### config.mk
export PLATFORM = sky130hd
export DESIGN_NAME = receptor_serial7b
export DESIGN_NICKNAME = d
export VERILOG_FILES = /design/src/rtl/serial7b_pkg.sv /design/src/rtl/contador_bits7b.sv /design/src/rtl/receptor_serial7b.sv
export SDC_FILE = /design/constraint.sdc
export NUM_CORES = 1
export LEC_CHECK = 0
export BUFFER_PORTS_ARGS = -buffer_cell sky130_fd_sc_hd__buf_2
export CAP_MARGIN = 20
export CORE_AREA = 2 2 61 63
export DETAILED_ROUTE_END_ITERATION = 8
export DIE_AREA = 0 0 63 65
export RECOVER_POWER = 50
export SLEW_MARGIN = 20
export SYNTH_ARGS = -nofsm -noshare
export SYNTH_HDL_FRONTEND = slang
export SYNTH_SLANG_ARGS = --single-unit
export TNS_END_PERCENT = 10
### constraint.sdc
create_clock -name clk -period 1.3 [get_ports clk]
set_clock_uncertainty 0.05 [all_clocks]
set_input_delay 0.13 -clock clk [delete_from_list [all_inputs] [get_ports clk]]
set_output_delay 0.13 -clock clk [all_outputs]
set_load 0.05 [all_outputs]
### src/rtl/serial7b_pkg.sv
// Shared definitions for the 7-bit serial link (transmitter and receiver).
package serial7b_pkg;

  // Data bits per frame
  localparam int unsigned LARGURA_QUADRO = 7;

  // Line level while idle; a stop bit carries the same level
  localparam logic LINHA_OCIOSA = 1'b1;

  // Receiver frame states
  typedef enum logic [1:0] {
    OCIOSO   = 2'd0,
    DADOS    = 2'd1,
    PARIDADE = 2'd2,
    PARADA   = 2'd3
  } estado_rx_t;

endpackage

### src/rtl/contador_bits7b.sv
// 3-bit strobe-enabled bit counter with synchronous clear.
// 'terminal' flags the count at which the next strobe takes the last data bit.
module contador_bits7b
  import serial7b_pkg::*;
(
  input  logic clk,
  input  logic rst,
  input  logic clr,
  input  logic en,
  output logic terminal
);

  logic [2:0] contagem_q;

  // Count strobes; clear has priority over the enable
  always_ff @(posedge clk or posedge rst) begin
    if (rst) begin
      contagem_q <= 3'd0;
    end else if (clr) begin
      contagem_q <= 3'd0;
    end else if (en) begin
      contagem_q <= contagem_q + 3'd1;
    end
  end

  assign terminal = (contagem_q == 3'(LARGURA_QUADRO - 1));

endmodule

### src/rtl/receptor_serial7b.sv
// Serial-in/parallel-out receiver for the 7-bit LSB-first serial link.
// Frame: start (0), 7 data bits, [even parity], stop (1).
// Optional parity stage enabled by defining RECEPTOR_PARIDADE_EN.
module receptor_serial7b
  import serial7b_pkg::*;
#(
  parameter int unsigned LARGURA = LARGURA_QUADRO
) (
  input  logic               clk,
  input  logic               rst,
  input  logic               serial_in,
  input  logic               sinal,
  input  logic               ack,
  output logic [LARGURA-1:0] dado,
  output logic               valido,
  output logic               erro_quadro,
`ifdef RECEPTOR_PARIDADE_EN
  output logic               erro_paridade,
`endif
  output logic               sobrecarga,
  output logic               ocupado
);

  estado_rx_t         estado_q;
  logic [LARGURA-1:0] sreg_q;
  logic               ultimo_bit;
  logic               cnt_clr;
  logic               cnt_en;
  logic               paridade_ok;
  logic               parada_ok;
  logic               conclui;

`ifdef RECEPTOR_PARIDADE_EN
  logic paridade_q;
  // Even parity: data plus parity bit must hold an even number of ones
  assign paridade_ok = ~(^{sreg_q, paridade_q});
`else
  assign paridade_ok = 1'b1;
`endif

  // Counter restarts whenever a start bit is seen in OCIOSO
  assign cnt_clr = (estado_q == OCIOSO) && sinal && (serial_in != LINHA_OCIOSA);
  assign cnt_en  = (estado_q == DADOS) && sinal;

  contador_bits7b u_contador (
    .clk      (clk),
    .rst      (rst),
    .clr      (cnt_clr),
    .en       (cnt_en),
    .terminal (ultimo_bit)
  );

  assign parada_ok = (serial_in == LINHA_OCIOSA);
  assign conclui   = (estado_q == PARADA) && sinal && parada_ok && paridade_ok;
  assign ocupado   = (estado_q != OCIOSO);

  // Frame FSM, shift register and registered handshake/status outputs
  always_ff @(posedge clk or posedge rst) begin
    if (rst) begin
      estado_q    <= OCIOSO;
      sreg_q      <= '0;
      dado        <= '0;
      valido      <= 1'b0;
      erro_quadro <= 1'b0;
      sobrecarga  <= 1'b0;
`ifdef RECEPTOR_PARIDADE_EN
      paridade_q    <= 1'b0;
      erro_paridade <= 1'b0;
`endif
    end else begin
      erro_quadro <= 1'b0;
`ifdef RECEPTOR_PARIDADE_EN
      erro_paridade <= 1'b0;
`endif

      if (sinal) begin
        unique case (estado_q)
          OCIOSO: begin
            if (serial_in != LINHA_OCIOSA) estado_q <= DADOS;
          end
          DADOS: begin
            sreg_q <= {serial_in, sreg_q[LARGURA-1:1]};
            if (ultimo_bit) begin
`ifdef RECEPTOR_PARIDADE_EN
              estado_q <= PARIDADE;
`else
              estado_q <= PARADA;
`endif
            end
          end
          PARIDADE: begin
`ifdef RECEPTOR_PARIDADE_EN
            paridade_q <= serial_in;
`endif
            estado_q <= PARADA;
          end
          PARADA: begin
            if (!parada_ok) erro_quadro <= 1'b1;
`ifdef RECEPTOR_PARIDADE_EN
            if (!paridade_ok) erro_paridade <= 1'b1;
`endif
            estado_q <= OCIOSO;
          end
          default: estado_q <= OCIOSO;
        endcase
      end

      // A completing word wins over ack; with ack on the same edge the old word
      // counts as consumed, so sobrecarga is left alone
      if (conclui) begin
        dado   <= sreg_q;
        valido <= 1'b1;
        if (valido && !ack) sobrecarga <= 1'b1;
      end else if (ack && valido) begin
        valido     <= 1'b0;
        sobrecarga <= 1'b0;
      end
    end
  end

endmodule

==> impl_metrics.py <==
metrics = {
    "cells_and_area": {
        "fin_nets": 112,
        "antenna_cells": 0,
        "finalNonFillerCells": 149,
        "drive_above_1_share": 0.545,
        "nFillCells": 356,
        "final_cell_area_mm2": 0.00129,
        "area_growth_pct": 35.3,
        "final_core_util": 0.369,
    },
    "synthesis": {
        "ys_ff_latch": 22,
        "syn_inst": 72,
        "syn_nets": 82,
        "synthesis.area_um2": 953,
        "synth.distinct_cells": 21,
        "syn_avg_cell_area_um2": 13.2,
        "ys_seq_area_frac": 0.577,
        "yosysWarnings": 0,
    },
    "placement": {
        "dp.final_hpwl_um": 1310,
        "io_buffers": 15,
        "placedCellCount": 143,
        "gp_congestion": 0.735,
        "placedInstanceArea_mm2": 0.00115,
    },
    "worst_hold_path": {
        "hold_depth": 2,
        "min_path_type": "input pin to flop",
    },
    "sta": {
        "report.final.setup_viol": 13,
        "period_share": 1.10,
        "fin_ws_ps": -135,
        "maxSlewHeadroom": 0.642,
        "rsz0062_at_grt": "yes",
        "final_hold_viol_count": 0,
        "fin_crit_ps": 1440,
        "slew_viol_final": 0,
        "timing.setup.tns_ps": -1060,
        "worst_slew_pin_slew_ps": 537,
        "fmax_mhz": 697,
    },
    "die": {
        "die_area_mm2": 0.00410,
        "initial_core_util": 0.273,
        "die_y_um": 65,
        "die_w_um": 63,
        "fp-row-count": 22,
        "core-area_mm2": 0.00350,
        "pin_count": 16,
    },
    "routing": {
        "wire_per_inst_um": 12.0,
        "vias_per_cell": 4.37,
        "route.detailed.drc": 0,
        "vias": 651,
        "antenna_left": 0,
        "drt_iter0_drc": 6,
        "drtPass1Iterations": 4,
        "wl_um": 1790,
    },
    "global_route": {
        "grt_start_max_net_pins": 23,
        "grt_first_pass_wirelength_um": 3060,
        "antenna_found_initial": 0,
        "overflow": 0,
        "first_global_vias": 664,
        "gr-usage-all-layers": 0.0947,
    },
    "run": {
        "cap_violations": 0,
    },
    "status": {
        "status": "complete, but fails checks",
        "violations": "setup timing",
    },
    "worst_setup_path": {
        "cp-start-kind": "flop",
        "crit_fanout": 3,
        "rrSetupSlack_ps": -130,
        "crit_slowest_cell": "dfrtp_1",
        "r2r_cells": 4,
        "worstSetupEndpointType": "output port",
        "path_class": "flop to output port",
        "crit_top_cell": "inv_2",
        "crit_path_max_incr_delay_ps": 420,
        "crit_chain": "inv_2 -> ha_4 -> buf_6 -> inv_2 -> buf_8",
        "crit_arrival_ps": 1260,
        "crit_required_ps": 1120,
    },
    "clocking": {
        "cts_buffer_depth": 2,
        "htree_levels": 1,
        "clock_latency_ps": 300,
        "cts-root-buf": "clkbuf_4",
        "cts_tree": "done",
        "clk_pin_slew_worst_paths_ps": 120,
        "clock_sink_count": 22,
        "post_cts_buffers": 0,
        "cts_buffers": 3,
    },
    "power": {
        "powerDensity_mw_per_mm2": 2630,
        "vdd_drop_max_mv": 1.01,
        "leakage_nw": 0.612,
    },
}
[final cells by class]
class	count	area, µm²	area share
multi-input cells	42	425	0.330
clock buffers	3	22.5	0.0175
repair buffers	26	174	0.135
clock inverters	1	30.0	0.0233
well taps	48	60.1	0.0466
inverters	7	26.3	0.0204
flip-flops and latches	22	552	0.428
[logic make-up (layout without fill, tap and decap cells)]
| kind of cell | after synthesis | in the layout | share of synthesized area |
|---|---|---|---|
| muxes | 16 | 16 | 0.188 |
| buffers and inverters | 8 | 37 | 0.0354 |
| and+or+nand+nor | 11 | 11 | 0.0617 |
| DFF | 22 | 22 | 0.577 |
| adders and majority gates | 5 | 5 | 0.0656 |
| AOI/OAI and AO/OA | 10 | 10 | 0.0722 |
[report_power, final]
part	total (mW)	leakage, nW	switching (mW)	internal (mW)
clock network	0.513	0.0279	0.202	0.311
registers	1.20	0.265	0.202	0.997
logic	1.68	0.318	0.960	0.717
total	3.39	0.612	1.36	2.03
[worst paths after layout]
| check | start | endpoint |
|---|---|---|
| min reg2reg | dado[3]$_DFFE_PP0P_ | dado[3]$_DFFE_PP0P_ |
| max | estado_q[1]$_DFFE_PP0P_ | ocupado |
| min in group asynchronous | rst | u_contador.contagem_q[0]$_DFFE_PP0P_ |
| max reg2reg | estado_q[1]$_DFFE_PP0P_ | estado_q[1]$_DFFE_PP0P_ |
| min | serial_in | erro_quadro$_DFF_PP0_ |
| max in group asynchronous | rst | estado_q[0]$_DFFE_PP0P_ |
[timing repair]
| action | in CTS | in global routing |
|---|---|---|
| setup endpoints to repair | 21 | 21 |
| resized for setup | 13 | 6 |
| hold buffers | 2 | 0 |
| pin swaps | 1 | 1 |
| endpoints found under the hold margin | 24 | 0 |
[worst max-delay path, delay by kind of cell, from the launching register on]
family                     cells  cell delay, ps
buffers and inverters          4             360
adders and majority gates      1             170
DFF                            1             420
[flip-flops by register name, indices dropped and copies added (netlist names)]
name,cells
dado,7
u_contador.contagem_q,3
valido,1
erro_quadro,1
estado_q,2
sobrecarga,1
sreg_q,7
[cell usage in the layout, fill, tap and decap left out, drive strengths merged]
cell,synthesis,final
a21o,2,2
a21oi,3,3
a221oi,1,1
and3,1,1
and4b,1,1
buf,1,23
bufinv,0,1
clkbuf,0,4
dfrtp,22,22
dlygate4sd3,0,2
ha,5,5
inv,7,7
mux2,15,15
mux2i,1,1
nand2,4,4
nand3,1,1
nor2,1,1
nor2b,1,1
nor3,2,2
o21ai,3,3
o2bb2ai,1,1
[layer usage]
metal  vias to the layer above  GRT usage  part of all wire  wire length, µm
met3                         4     0.0139             0.036               65
met5                         -          0                 0                0
met2                        14      0.158              0.52              933
met4                         0     0.0583             0.020               36
li1                        306          -                 -                -
met1                       327      0.115              0.42              756
[Yosys cell counts]
master,count,share of area
dfrtp_1,22,0.58
mux2_2,14,0.17
inv_1,6,0.024
ha_1,5,0.066
a21oi_1,3,0.016
nand2_1,3,0.012
o21ai_0,3,0.016
a21o_1,2,0.016
nor3_1,2,0.010
a221oi_2,1,0.016
and3_1,1,0.0066
and4b_1,1,0.010
buf_4,1,0.0079
inv_2,1,0.0039
mux2_1,1,0.012
mux2i_1,1,0.010
nand2_2,1,0.0066
nand3_1,1,0.0052
nor2_1,1,0.0039
nor2b_1,1,0.0066
o2bb2ai_1,1,0.0092
[through the flow]
| stage | worst slack, ps | hold WS (ps) | power (mW) |
|---|---|---|---|
| detailed placement | -176 | 132 | 2.72 |
| CTS | -172 | 13.9 | 3.34 |
| finish | -135 | 43.6 | 3.39 |
| global route | -228 | 55.6 | 3.61 |
| global placement | -144 | 119 | 2.65 |
| floorplan | -120 | 69.2 | 2.25 |
(Power assumes the default switching activity.)
